**src/rtl/tmp8_pkg.sv**
```systemverilog
// Shared types and widths for the tmp8 timing/control slice.
// Holds the T-state sequencer state encoding plus step and instruction-counter widths.
package tmp8_pkg;

    localparam int STEP_W = 3;
    localparam int ICNT_W = 16;

    typedef enum logic [1:0] {
        IDLE = 2'b00,
        RUN  = 2'b01,
        HALT = 2'b10,
        PEND = 2'b11
    } tseq_state_t;

endpackage

```
**src/rtl/step_edge_det.sv**
```systemverilog
// Rising-edge detector for the already-synchronised single-step button.
// Produces a one-cycle pulse on the cycle the level first goes high.
module step_edge_det (
    input  logic clk,
    input  logic rst,
    input  logic level,
    output logic pulse
);

    logic level_q;

    always_ff @(posedge clk) begin
        if (rst) begin
            level_q <= 1'b0;
        end else begin
            level_q <= level;
        end
    end

    assign pulse = level & ~level_q;

endmodule

```
**src/rtl/tstate_sequencer.sv**
```systemverilog
// T-state sequencer: steps through instruction T-states, counts instructions, takes halts at boundaries.
// Optional single-step debug gating is compiled in with the macro TSEQ_SINGLE_STEP_EN.
module tstate_sequencer
    import tmp8_pkg::*;
#(
    parameter int MAX_STEP = 7
) (
    input  logic              clk,
    input  logic              rst,
    input  logic              run_en,
    input  logic              stall,
    input  logic              instr_done,
    input  logic              halt_req,
    input  logic              step_mode,
    input  logic              step_btn,
    output logic [STEP_W-1:0] step_o,
    output logic              instr_start_o,
    output logic              halted_o,
    output logic              active_o,
    output logic [ICNT_W-1:0] instr_cnt_o
);

    tseq_state_t state;
    logic        step_gate;
    logic        in_run;
    logic        advance;
    logic        at_last;
    logic        wrap;
    logic        go_halt;

`ifdef TSEQ_SINGLE_STEP_EN
    logic step_pulse;

    step_edge_det u_step_edge_det (
        .clk   (clk),
        .rst   (rst),
        .level (step_btn),
        .pulse (step_pulse)
    );

    assign step_gate = !step_mode || step_pulse;
`else
    logic unused_step_inputs;

    assign unused_step_inputs = step_mode ^ step_btn;
    assign step_gate          = 1'b1;
`endif

    assign in_run  = (state == RUN) || (state == PEND);
    assign advance = in_run && !stall && run_en && step_gate;
    assign at_last = instr_done || (step_o == STEP_W'(MAX_STEP));
    assign wrap    = advance && at_last;

    // A pending halt waits for the instruction boundary; a direct halt needs instr_done alongside it.
    assign go_halt = ((state == RUN) && halt_req && instr_done) ||
                     ((state == PEND) && at_last);

    always_ff @(posedge clk) begin
        if (rst) begin
            state         <= IDLE;
            step_o        <= '0;
            instr_start_o <= 1'b0;
            halted_o      <= 1'b0;
            active_o      <= 1'b0;
            instr_cnt_o   <= '0;
        end else begin
            case (state)
                IDLE: begin
                    step_o        <= '0;
                    instr_start_o <= run_en;
                    if (run_en) begin
                        state    <= RUN;
                        active_o <= 1'b1;
                    end
                end
                RUN, PEND: begin
                    instr_start_o <= wrap;
                    if (advance) begin
                        step_o <= wrap ? '0 : step_o + STEP_W'(1);
                    end
                    if (wrap) begin
                        instr_cnt_o <= instr_cnt_o + ICNT_W'(1);
                    end
                    // Halt entry overrides the step and start updates made above.
                    if (go_halt) begin
                        state         <= HALT;
                        halted_o      <= 1'b1;
                        active_o      <= 1'b0;
                        step_o        <= '0;
                        instr_start_o <= 1'b0;
                    end else if ((state == RUN) && halt_req) begin
                        state <= PEND;
                    end
                end
                HALT: begin
                    step_o        <= '0;
                    instr_start_o <= 1'b0;
                end
                default: begin
                    state <= IDLE;
                end
            endcase
        end
    end

endmodule

```
**config.mk**
```make
export PLATFORM = sky130hd
export DESIGN_NAME = tstate_sequencer
export DESIGN_NICKNAME = d
export VERILOG_FILES = /design/src/rtl/tmp8_pkg.sv /design/src/rtl/step_edge_det.sv /design/src/rtl/tstate_sequencer.sv
export SDC_FILE = /design/constraint.sdc
export NUM_CORES = 1
export LEC_CHECK = 0
export BUFFER_PORTS_ARGS = -buffer_cell sky130_fd_sc_hd__buf_2
export CAP_MARGIN = 10
export CORE_MARGIN = 1
export CORE_UTILIZATION = 35
export CTS_CLUSTER_SIZE = 30
export DETAILED_ROUTE_END_ITERATION = 16
export GPL_ROUTABILITY_DRIVEN = 0
export PLACE_DENSITY = 0.65
export SKIP_LAST_GASP = 1
export SLEW_MARGIN = 15
export SYNTH_ARGS = -nofsm -noshare
export SYNTH_HDL_FRONTEND = slang
export SYNTH_SLANG_ARGS = --single-unit
```
**constraint.sdc**
```tcl
create_clock -name clk -period 2.3 [get_ports clk]
set_input_delay 0 -clock clk [delete_from_list [all_inputs] [get_ports clk]]
set_output_delay 0 -clock clk [all_outputs]
set_load 0.03 [all_outputs]
```
Word-level counts from Yosys, hierarchy flattened
Index checks and enable logic that the tools add are counted.
Storage, ports and cells
  bits in registers: 24
  latch bits: 0
  RAM bits: 0
  ROM bits: 0
  input port bits: 8
  output and inout bits: 22
  logic and storage cells: 47
  memories: 0
Cells by class
  add/subtract/negate cells: 2
  multipliers: 0
  div/mod/pow operators: 0
  order comparisons: 0
  equality and inequality tests: 8
  shift-type cells: 0
  muxes and demuxes: 13
  bitwise logic cells: 0
  reduce and logical (&&, ||, !) cells: 18
Operators with widths (number)
  adder 16 x 1 -> 16 bit, second input constant: 1
  two-way mux 3 bit: 3
  logical AND 1 bit: 6
  two-way mux 2 bit: 3
  != test 3 bit, second input constant: 2
  one-hot mux 3 bit (2 select lines): 1
  AND reduction 3 bit: 2
  equality test 2 bit, second input constant: 2
  != test 2 bit, second input constant: 2
  one-hot mux 2 bit (2 select lines): 1
  AND reduction 2 bit: 2
  OR reduction 2 bit: 2
  adder 3 x 1 -> 3 bit, second input constant: 1
  equality test 3 bit, second input constant: 1
  logical OR 1 bit: 3
  two-way mux 1 bit: 3
  one-hot mux 1 bit (3 select lines): 1
  equality test 2 x 1 -> 1 bit, second input constant: 1
  logical NOT 2 bit: 1
  one-hot mux 1 bit (2 select lines): 1
  nonzero test 2 bit: 1
  logical NOT 1 bit: 1

Logic depth before layout (Yosys ltp)
Gate-level depths: netlist of the first run.
  word-level depth: 9
  gate-level depth with buffers: 6
  mapped depth without buffers: 6

Worst setup path after synthesis of the first run
OpenSTA, ideal clock, no wires.
  path kind: reg2reg
  start: register step_o[0]
  end: register instr_cnt_o[14]
  setup time: 0.071 ns
  arrival time: 2.105 ns
  required time: 2.229 ns
  path slack: 0.124 ns
  stages on the path, launching flop included: 7
  path buffers: 0
  clock period less this slack: 2.176 ns
  path through: dfxtp_1 > ha_1 > ha_1 > o211ai_1 > or4_1 > or3_1 > a21oi_1
On the way
  word-level cells in the longest chain between the ends: 4
RTL lines
  start: declaration: RTL line tstate_sequencer.sv:16  | output logic [STEP_W-1:0] step_o,
  start signal: assignment: RTL line tstate_sequencer.sv:79  | step_o <= wrap ? '0 : step_o + STEP_W'(1);
  equality test 3 bit: RTL line tstate_sequencer.sv:51  | assign at_last = instr_done || (step_o == STEP_W'(MAX_STEP));
  logical OR 1 bit: RTL line tstate_sequencer.sv:51
  logical AND 1 bit: RTL line tstate_sequencer.sv:52  | assign wrap = advance && at_last;
  AND reduction 2 bit (no source line)
  end signal: assignment: RTL line tstate_sequencer.sv:82  | instr_cnt_o <= instr_cnt_o + ICNT_W'(1);
  end: declaration: RTL line tstate_sequencer.sv:20  | output logic [ICNT_W-1:0] instr_cnt_o
Every way passes these cells.
A chain may end at the register's enable or synchronous reset.

Final worst setup path of the first run
  start: register step_o[0]
  end: register instr_cnt_o[15]
Same word-level chain as after synthesis.

==> results of run 1 <==
==> power by group through the flow <==
stage               logic, mW  registers (mW)  clock network (mW)
global route           0.0634           0.430               0.200
detailed placement     0.0566           0.438                   0
floorplan              0.0323           0.446                   0
finish                 0.0574           0.429               0.182
global placement       0.0546           0.438                   0
CTS                    0.0580           0.429               0.187
==> what timing repair did <==
action / CTS / global route
hold buffers: 1 / 0
hold endpoints to repair: 1 / 0
resized for setup: 0 / 1
setup endpoints to repair: 0 / 1
==> synthesized netlist by cell type, types with 3 or more instances <==
library cell | instances | area, um2
dfxtp_1 | 24 | 480
nor2_1 | 18 | 67.6
a21oi_1 | 13 | 65.1
nand2_1 | 7 | 26.3
nand3_1 | 7 | 35.0
o21ai_0 | 7 | 35.0
xnor2_1 | 6 | 52.6
xor2_1 | 4 | 35.0
ha_1 | 3 | 37.5
inv_1 | 3 | 11.3
nand4b_1 | 3 | 26.3
nor3_1 | 3 | 15.0
nor4_1 | 3 | 18.8
or3_1 | 3 | 18.8
==> worst max-delay path by stage <==
stage | start | endpoint | cells past startpoint
2_1_floorplan | step_o[0]$_SDFFE_PP0P_ | instr_cnt_o[14]$_SDFFE_PP0P_ | 6
3_3_place_gp | step_o[0]$_SDFFE_PP0P_ | instr_cnt_o[14]$_SDFFE_PP0P_ | 6
3_5_place_dp | step_o[0]$_SDFFE_PP0P_ | instr_cnt_o[14]$_SDFFE_PP0P_ | 6
4_1_cts | step_o[0]$_SDFFE_PP0P_ | instr_cnt_o[12]$_SDFFE_PP0P_ | 6
5_1_grt | step_o[0]$_SDFFE_PP0P_ | instr_cnt_o[12]$_SDFFE_PP0P_ | 6
6_report | step_o[0]$_SDFFE_PP0P_ | instr_cnt_o[15]$_SDFFE_PP0P_ | 6
==> sequential cells by signal (all words and copies together), names as in the netlist <==
register       cells
step_o             3
instr_start_o      1
instr_cnt_o       16
active_o           1
state              2
halted_o           1
==> worst register-to-register path, stage by stage, from the launching register on <==
cell      delay (ps)
dfxtp_1          400
ha_1             160
ha_1             260
o211ai_1         160
or4_4            560
or3_1            360
a21oi_1          140
==> cell families (layout without fill, tap and decap cells) <==
family	after synthesis	count (layout)	share of synthesized area [%]
and+or+nand+nor	59	59	29.6
AOI/OAI and AO/OA	25	25	12.5
DFF	24	24	43.0
xor gates and xnor gates	10	10	7.83
buffers and inverters	7	35	3.69
adders and majority gates	3	3	3.36
==> cell type report <==
cell class | count | area [um2]
multi-input cells | 97 | 601
inverters | 3 | 11.3
fillers | 316 | 1730
clock buffers | 3 | 22.5
repair buffers | 29 | 153
flip-flops and latches | 24 | 480
well taps | 44 | 55.1
==> metrics by stage <==
stage	worst slack [ps]	power [mW]	instance area, um2
6_report	199	0.668	1320
5_1_grt	68.8	0.693	1320
4_1_cts	178	0.674	1320
3_5_place_dp	213	0.495	1290
3_3_place_gp	264	0.492	1290
2_1_floorplan	124	0.478	1120
==> layer usage <==
metal	vias up	global-route usage [%]	wire length [um]
li1	518	-	-
met1	471	20.2	1140
met2	24	26.8	1100
met3	5	3.30	94
met4	0	5.44	35
met5	-	0	0
==> impl_metrics.toml, run 1 <==
[timing]
max-slew-margin-rel_pct = 72.9
final_max_slew_viol_count = 0
setup_violations = 0
finalHoldViolations = 0
worst_pin_slew_ps = 402
tns_ps = 0
grt_setup_unrepaired = "false"
min_period_over_period_pct = 91.4
period_needed_ps = 2100
whs_ps = 61.5
fin_worst_skew_ps = 2.78
fmax_mhz = 476

[routing]
drtAntennaViolNets = 0
viasPerCell = 5.09
wirelength_um = 2370
wl_per_cell_um = 11.9
drc = 0
first_iter_violations = 31
num_vias = 1018
firstDrtPassIters = 4

[floorplanning]
core-area_mm2 = 0.00305
die_x_um = 58.5
start_util_pct = 36.6
rows = 20
pin_count = 30
dieArea_mm2 = 0.00343
die_y_um = 58.5

[status]
outcome = "completed"

[synthesis]
ys_ff_latch = 24
netlist_area_mm2 = 0.00112
synth_top_flop_cell = "dfxtp_1"
synth_warnings = 0
postSynth.asyncResetShare_pct = 0
syn_nets = 139
synth_edf_count = 0
syn_avg_cell_area_um2 = 8.74
synthCells = 128
synthDistinctLibCells = 30
seq_area_frac_synth_pct = 43.0

[clock_network]
root_buffer = "clkbuf_4"
clk_pin_slew_ps = 120
post_cts_buffers = 0
cts_tree = "built"
clkLatencyLatePin_ps = 310
cts_buffer_depth = 2
cts-htree-levels = 1
cts.sinks = 24
cts_made_buffers = 3

[finish]
drive_gt1_share_pct = 23.1
layout_commonest_cell = "buf_2"
layout_common_cells = "buf_2 (27), dfxtp_1 (24), nor2_1 (18)"
nets = 169
num_antenna_cells = 0
postLayoutCoreUtil_pct = 43.3
fin_cells = 200
area_growth_pct = 18.2

[setup_path]
r2r-end = "instr_cnt_o[15]$_SDFFE_PP0P_"
cp_slowest_cell = "or4_4"
cp_slowest_stage_delay_ps = 560
cpLargestDelayFamily = "simple AND/OR/NAND/NOR gates"
cp.buffers_inverters = 0
critPathLaunchType = "flip-flop"
cp_common_cell = "ha_1"
ff2ff_setup_slack_ps = 200
cp.arrival_ps = 2360
path_class = "reg2reg"
reg2regPathDepth = 6
worstPathMaxFanout = 6
cp_data_required_time_ps = 2560
end_kind = "flip-flop"
r2r-start = "step_o[0]$_SDFFE_PP0P_"
timing.critical_path.cells = "ha_1 > ha_1 > o211ai_1 > or4_4 > or3_1 > a21oi_1"

[pwr]
p_sw_uw = 163
pwr-share-clk_pct = 27.3
p_comb_share_pct = 8.6
pwr-share-seq_pct = 64.1
p_int_uw = 505
powerDensity_mw_per_mm2 = 505
power.leakage_nw = 0.548
swShare_pct = 24.4
peakVddDrop_uv = 291

[global_route]
grt_use_total_pct = 15.9
overflow = 0
antenna_found_initial = 0
grt_pass1_wl_um = 4200
grt_max_degree = 23
grt_pass1_vias = 982

[min_path]
holdPathEnd = "state[0]$_SDFFE_PP0P_"
hold_path_depth = 3
hp-class = "in2reg"
min_from = "run_en"

[place]
placed_cells = 196
dp_hpwl_um = 1810
numPortBuffers = 27

[run]
cap_violations = 0
(Power assumes the default switching activity.)
==> inputs of run 2 (changes only) <==
CORE_ASPECT_RATIO = 0.6   (was default)
==> impl_metrics.toml, run 2 (synthesis gave the netlist of run 1 again) <==
[finish]
reg_top3 = "instr_cnt_o: 16 flops, step_o: 3 flops, state: 2 flops"
nFillCells = 303
regArea_um2 = 480
fin_cells = 200
num_antenna_cells = 0
drive_gt1_share_pct = 23.4
nets = 170
largest_register_ffs = 16
regMostFlops = "instr_cnt_o"
layout_commonest_cell = "buf_2"
area_growth_pct = 22.7
multi_input_comb_area_um2 = 597
layout_common_cells = "buf_2 (27), dfxtp_1 (24), nor2_1 (18)"

[place]
placed_cells = 195
dp_hpwl_um = 1920
numPortBuffers = 27

[floorplanning]
pin_count = 30
dieArea_mm2 = 0.00343
start_util_pct = 38.0
rows = 15
die_y_um = 45.8
core-area_mm2 = 0.00295
die_x_um = 75.0

[clock_network]
hold_buffers = 1
cts_buffer_depth = 2
cts.repair.resized = 0
clkLatencyLatePin_ps = 270
cts.sinks = 24
clk_pin_slew_ps = 90
post_cts_buffers = 0
cts_tree = "built"
cts_made_buffers = 3
root_buffer = "clkbuf_8"
cts-htree-levels = 1

[global_route]
grt_max_degree = 23
overflow = 0
antenna_found_initial = 0
grt_use_total_pct = 16.4
grt_pass1_wl_um = 4100
grt_pass1_vias = 870

[routing]
drc = 0
drtAntennaViolNets = 0
num_vias = 1006
wl_per_cell_um = 13.0
first_iter_violations = 27
wirelength_um = 2610
firstDrtPassIters = 4
viasPerCell = 5.03

[setup_path]
critPathLaunchType = "flip-flop"
worstPathMaxFanout = 5
cp.arrival_ps = 2310
cp_data_required_time_ps = 2490
end_kind = "flip-flop"
path_class = "reg2reg"

[timing]
min_period_over_period_pct = 91.9
grt_setup_unrepaired = "false"
worst_pin_slew_ps = 396
final_max_slew_viol_count = 0
setup_violations = 0
fin_worst_skew_ps = 8.51
fmax_mhz = 473
period_needed_ps = 2110
max-slew-margin-rel_pct = 73.6
tns_ps = 0
finalHoldViolations = 0

[status]
outcome = "completed"

[run]
cap_violations = 0

[pwr]
powerDensity_mw_per_mm2 = 621
peakVddDrop_uv = 268
power.leakage_nw = 0.574

[min_path]
hp-class = "in2reg"
## run 2: cell count changes in the layout (fill, tap and decap cells not counted)
cell       delta
or4_4         -1
clkbuf_4      -3
clkbuf_8      +3
bufinv_16     +1
or4_1         +1
buf_4         +1
## run 2: final timing paths
path                             endpoint  cells after the start  slack (ps)                    from
max          instr_cnt_o[14]$_SDFFE_PP0P_                      6         190  step_o[0]$_SDFFE_PP0P_
min                 state[0]$_SDFFE_PP0P_                      3         100                  run_en
min reg2reg         halted_o$_SDFFE_PP0P_                      2         470   halted_o$_SDFFE_PP0P_
max reg2reg  instr_cnt_o[14]$_SDFFE_PP0P_                      6         190  step_o[0]$_SDFFE_PP0P_
## run 2: per-stage QoR
stage | util, % | hold slack, ps | power (mW) | setup slack, ps | area [um2]
detailed placement | 43.8 | 265 | 0.493 | 213 | 1290
floorplan | - | 79.2 | 0.478 | 124 | 1120
global placement | 43.8 | 259 | 0.492 | 274 | 1290
finish | 46.6 | 105 | 0.853 | 186 | 1370
global route | 46.6 | 132 | 0.887 | 52.5 | 1370
CTS | 46.6 | 99.3 | 0.863 | 191 | 1370
## run 2: critical path, cell delays in order (launching register included)
cell	delay, ps
dfxtp_1	380
ha_1	170
ha_1	230
o211ai_1	140
or4_1	630
or3_1	340
a21oi_1	150
## run 2: final cells by class
cell class | count | share of cell area, %
Timing Repair Buffer | 30 | 11.7
Clock inverter | 1 | 2.19
Multi-Input combinational cell | 97 | 43.5
Inverter | 3 | 0.820
Sequential cell | 24 | 35.0
Tap cell | 42 | 3.83
Clock buffer | 3 | 3.01
## run 2: where the power goes
part	switching (mW)	leakage, nW	total (mW)	internal, mW
clock network	0.135	0.0357	0.368	0.233
logic	0.0355	0.344	0.0544	0.0189
registers	0.00755	0.194	0.430	0.423
total	0.178	0.574	0.853	0.674
## run 2: per-layer routing
metal / part of all wire, % / global-route usage [%] / wire length [um]
met4: 0.38 / 2.26 / 10
met2: 43 / 24.3 / 1110
met1: 52 / 23.2 / 1360
met3: 5.0 / 5.97 / 130
met5: 0 / 0 / 0
==> inputs of run 3 (changes only) <==
SETUP_SLACK_MARGIN = 0.2   (was default)
SKIP_CTS_REPAIR_TIMING = 1   (was default)
==> impl_metrics.toml, run 3 (synthesis gave the netlist of run 1 again) <==
[status]
outcome = "completed"

[finish]
area_growth_pct = 24.4
reg_top3 = "instr_cnt_o: 16 flops, step_o: 3 flops, state: 2 flops"
regArea_um2 = 483
fin_cells = 200
nFillCells = 315
largest_register_ffs = 16
regMostFlops = "instr_cnt_o"
layout_commonest_cell = "buf_2"
multi_input_comb_area_um2 = 613
drive_gt1_share_pct = 25.9
num_antenna_cells = 0
nets = 170
layout_common_cells = "buf_2 (27), dfxtp_1 (22), nor2_1 (18)"

[routing]
drc = 0
firstDrtPassIters = 4
viasPerCell = 5.10
first_iter_violations = 57
drtAntennaViolNets = 0
wl_per_cell_um = 12.4
wirelength_um = 2480
num_vias = 1019

[global_route]
overflow = 0
grt_max_degree = 23
grt_pass1_vias = 800
grt_use_total_pct = 16.0
antenna_found_initial = 0
grt_pass1_wl_um = 3880

[clock_network]
cts.sinks = 24
cts_tree = "built"
clk_pin_slew_ps = 90
root_buffer = "clkbuf_8"
cts_buffer_depth = 2
cts_made_buffers = 3
cts-htree-levels = 1
clkLatencyLatePin_ps = 270

[run]
cap_violations = 0

[setup_path]
cpLargestDelayFamily = "simple AND/OR/NAND/NOR gates"
cp.arrival_ps = 2190
worstPathMaxFanout = 6
timing.critical_path.cells = "ha_1 > ha_4 > o211ai_1 > or4_4 > or3_1 > a21oi_1"
r2r-end = "instr_cnt_o[15]$_SDFFE_PP0P_"
cp_slowest_stage_delay_ps = 570
critPathLaunchType = "flip-flop"
cp.buffers_inverters = 0
reg2regPathDepth = 6
cp_data_required_time_ps = 2500
r2r-start = "step_o[0]$_SDFFE_PP0P_"
ff2ff_setup_slack_ps = 310
end_kind = "flip-flop"
path_class = "reg2reg"
cp_slowest_cell = "or4_4"

[timing]
fmax_mhz = 501
setup_violations = 0
final_max_slew_viol_count = 0
finalHoldViolations = 0
tns_ps = 0
whs_ps = 98.7
period_needed_ps = 1990
min_period_over_period_pct = 86.7
grt_setup_unrepaired = "false"
fin_worst_skew_ps = 8.63
worst_pin_slew_ps = 418
max-slew-margin-rel_pct = 71.9

[place]
numPortBuffers = 27
placed_cells = 195
dp_hpwl_um = 1850

[min_path]
hp-class = "in2reg"
min_from = "run_en"
hold_path_depth = 3
holdPathEnd = "state[0]$_SDFFE_PP0P_"

[pwr]
power.leakage_nw = 0.573
peakVddDrop_uv = 225
powerDensity_mw_per_mm2 = 613
power_uw = 853

[floorplanning]
rows = 15
die_y_um = 45.8
die_x_um = 75.0
core-area_mm2 = 0.00295
dieArea_mm2 = 0.00343
pin_count = 30
start_util_pct = 38.0
[run 3: cell counts in the layout (fill, tap and decap cells not counted)]
No cell type changed its count.
[run 3: area by class of cell]
cell class	count	area share, %
Multi-Input combinational cell	97	44.1
Sequential cell	24	34.7
Timing Repair Buffer	30	11.5
Tap cell	42	3.78
Clock buffer	3	2.97
Clock inverter	1	2.16
Inverter	3	0.809
[run 3: metrics by stage]
stage,instance area [um2],util (%),setup slack [ps]
2_1_floorplan,1120,-,255
3_3_place_gp,1290,43.9,261
3_5_place_dp,1290,43.9,198
4_1_cts,1370,46.3,184
5_1_grt,1390,47.2,223
6_report,1390,47.2,305
[run 3: worst max path at each step]
stage,startpoint,endpoint,slack (ps),depth (start not counted)
finish,step_o[0]$_SDFFE_PP0P_,instr_cnt_o[15]$_SDFFE_PP0P_,310,6
global route,step_o[0]$_SDFFE_PP0P_,instr_cnt_o[14]$_SDFFE_PP0P_,220,6
CTS,step_o[0]$_SDFFE_PP0P_,instr_cnt_o[14]$_SDFFE_PP0P_,180,6
detailed placement,step_o[0]$_SDFFE_PP0P_,instr_cnt_o[12]$_SDFFE_PP0P_,200,6
global placement,step_o[0]$_SDFFE_PP0P_,instr_cnt_o[12]$_SDFFE_PP0P_,260,6
floorplan,step_o[0]$_SDFFE_PP0P_,instr_cnt_o[14]$_SDFFE_PP0P_,250,6
[run 3: where the power goes]
part	switching (mW)	internal (mW)
combinational	0.0376	0.0209
clock	0.135	0.233
sequential	0.00486	0.423
[run 3: layer usage]
layer / vias up / track usage [%] / part of all wire, %
li1: 520 / - / -
met1: 469 / 22.9 / 51
met2: 26 / 21.6 / 40
met3: 4 / 5.97 / 7.3
met4: 0 / 5.66 / 0.85
met5: - / 0 / 0
[run 3: worst min-delay path: stages]
cell	delay, ps
buf_2	140
a21oi_1	150
nor3_1	50
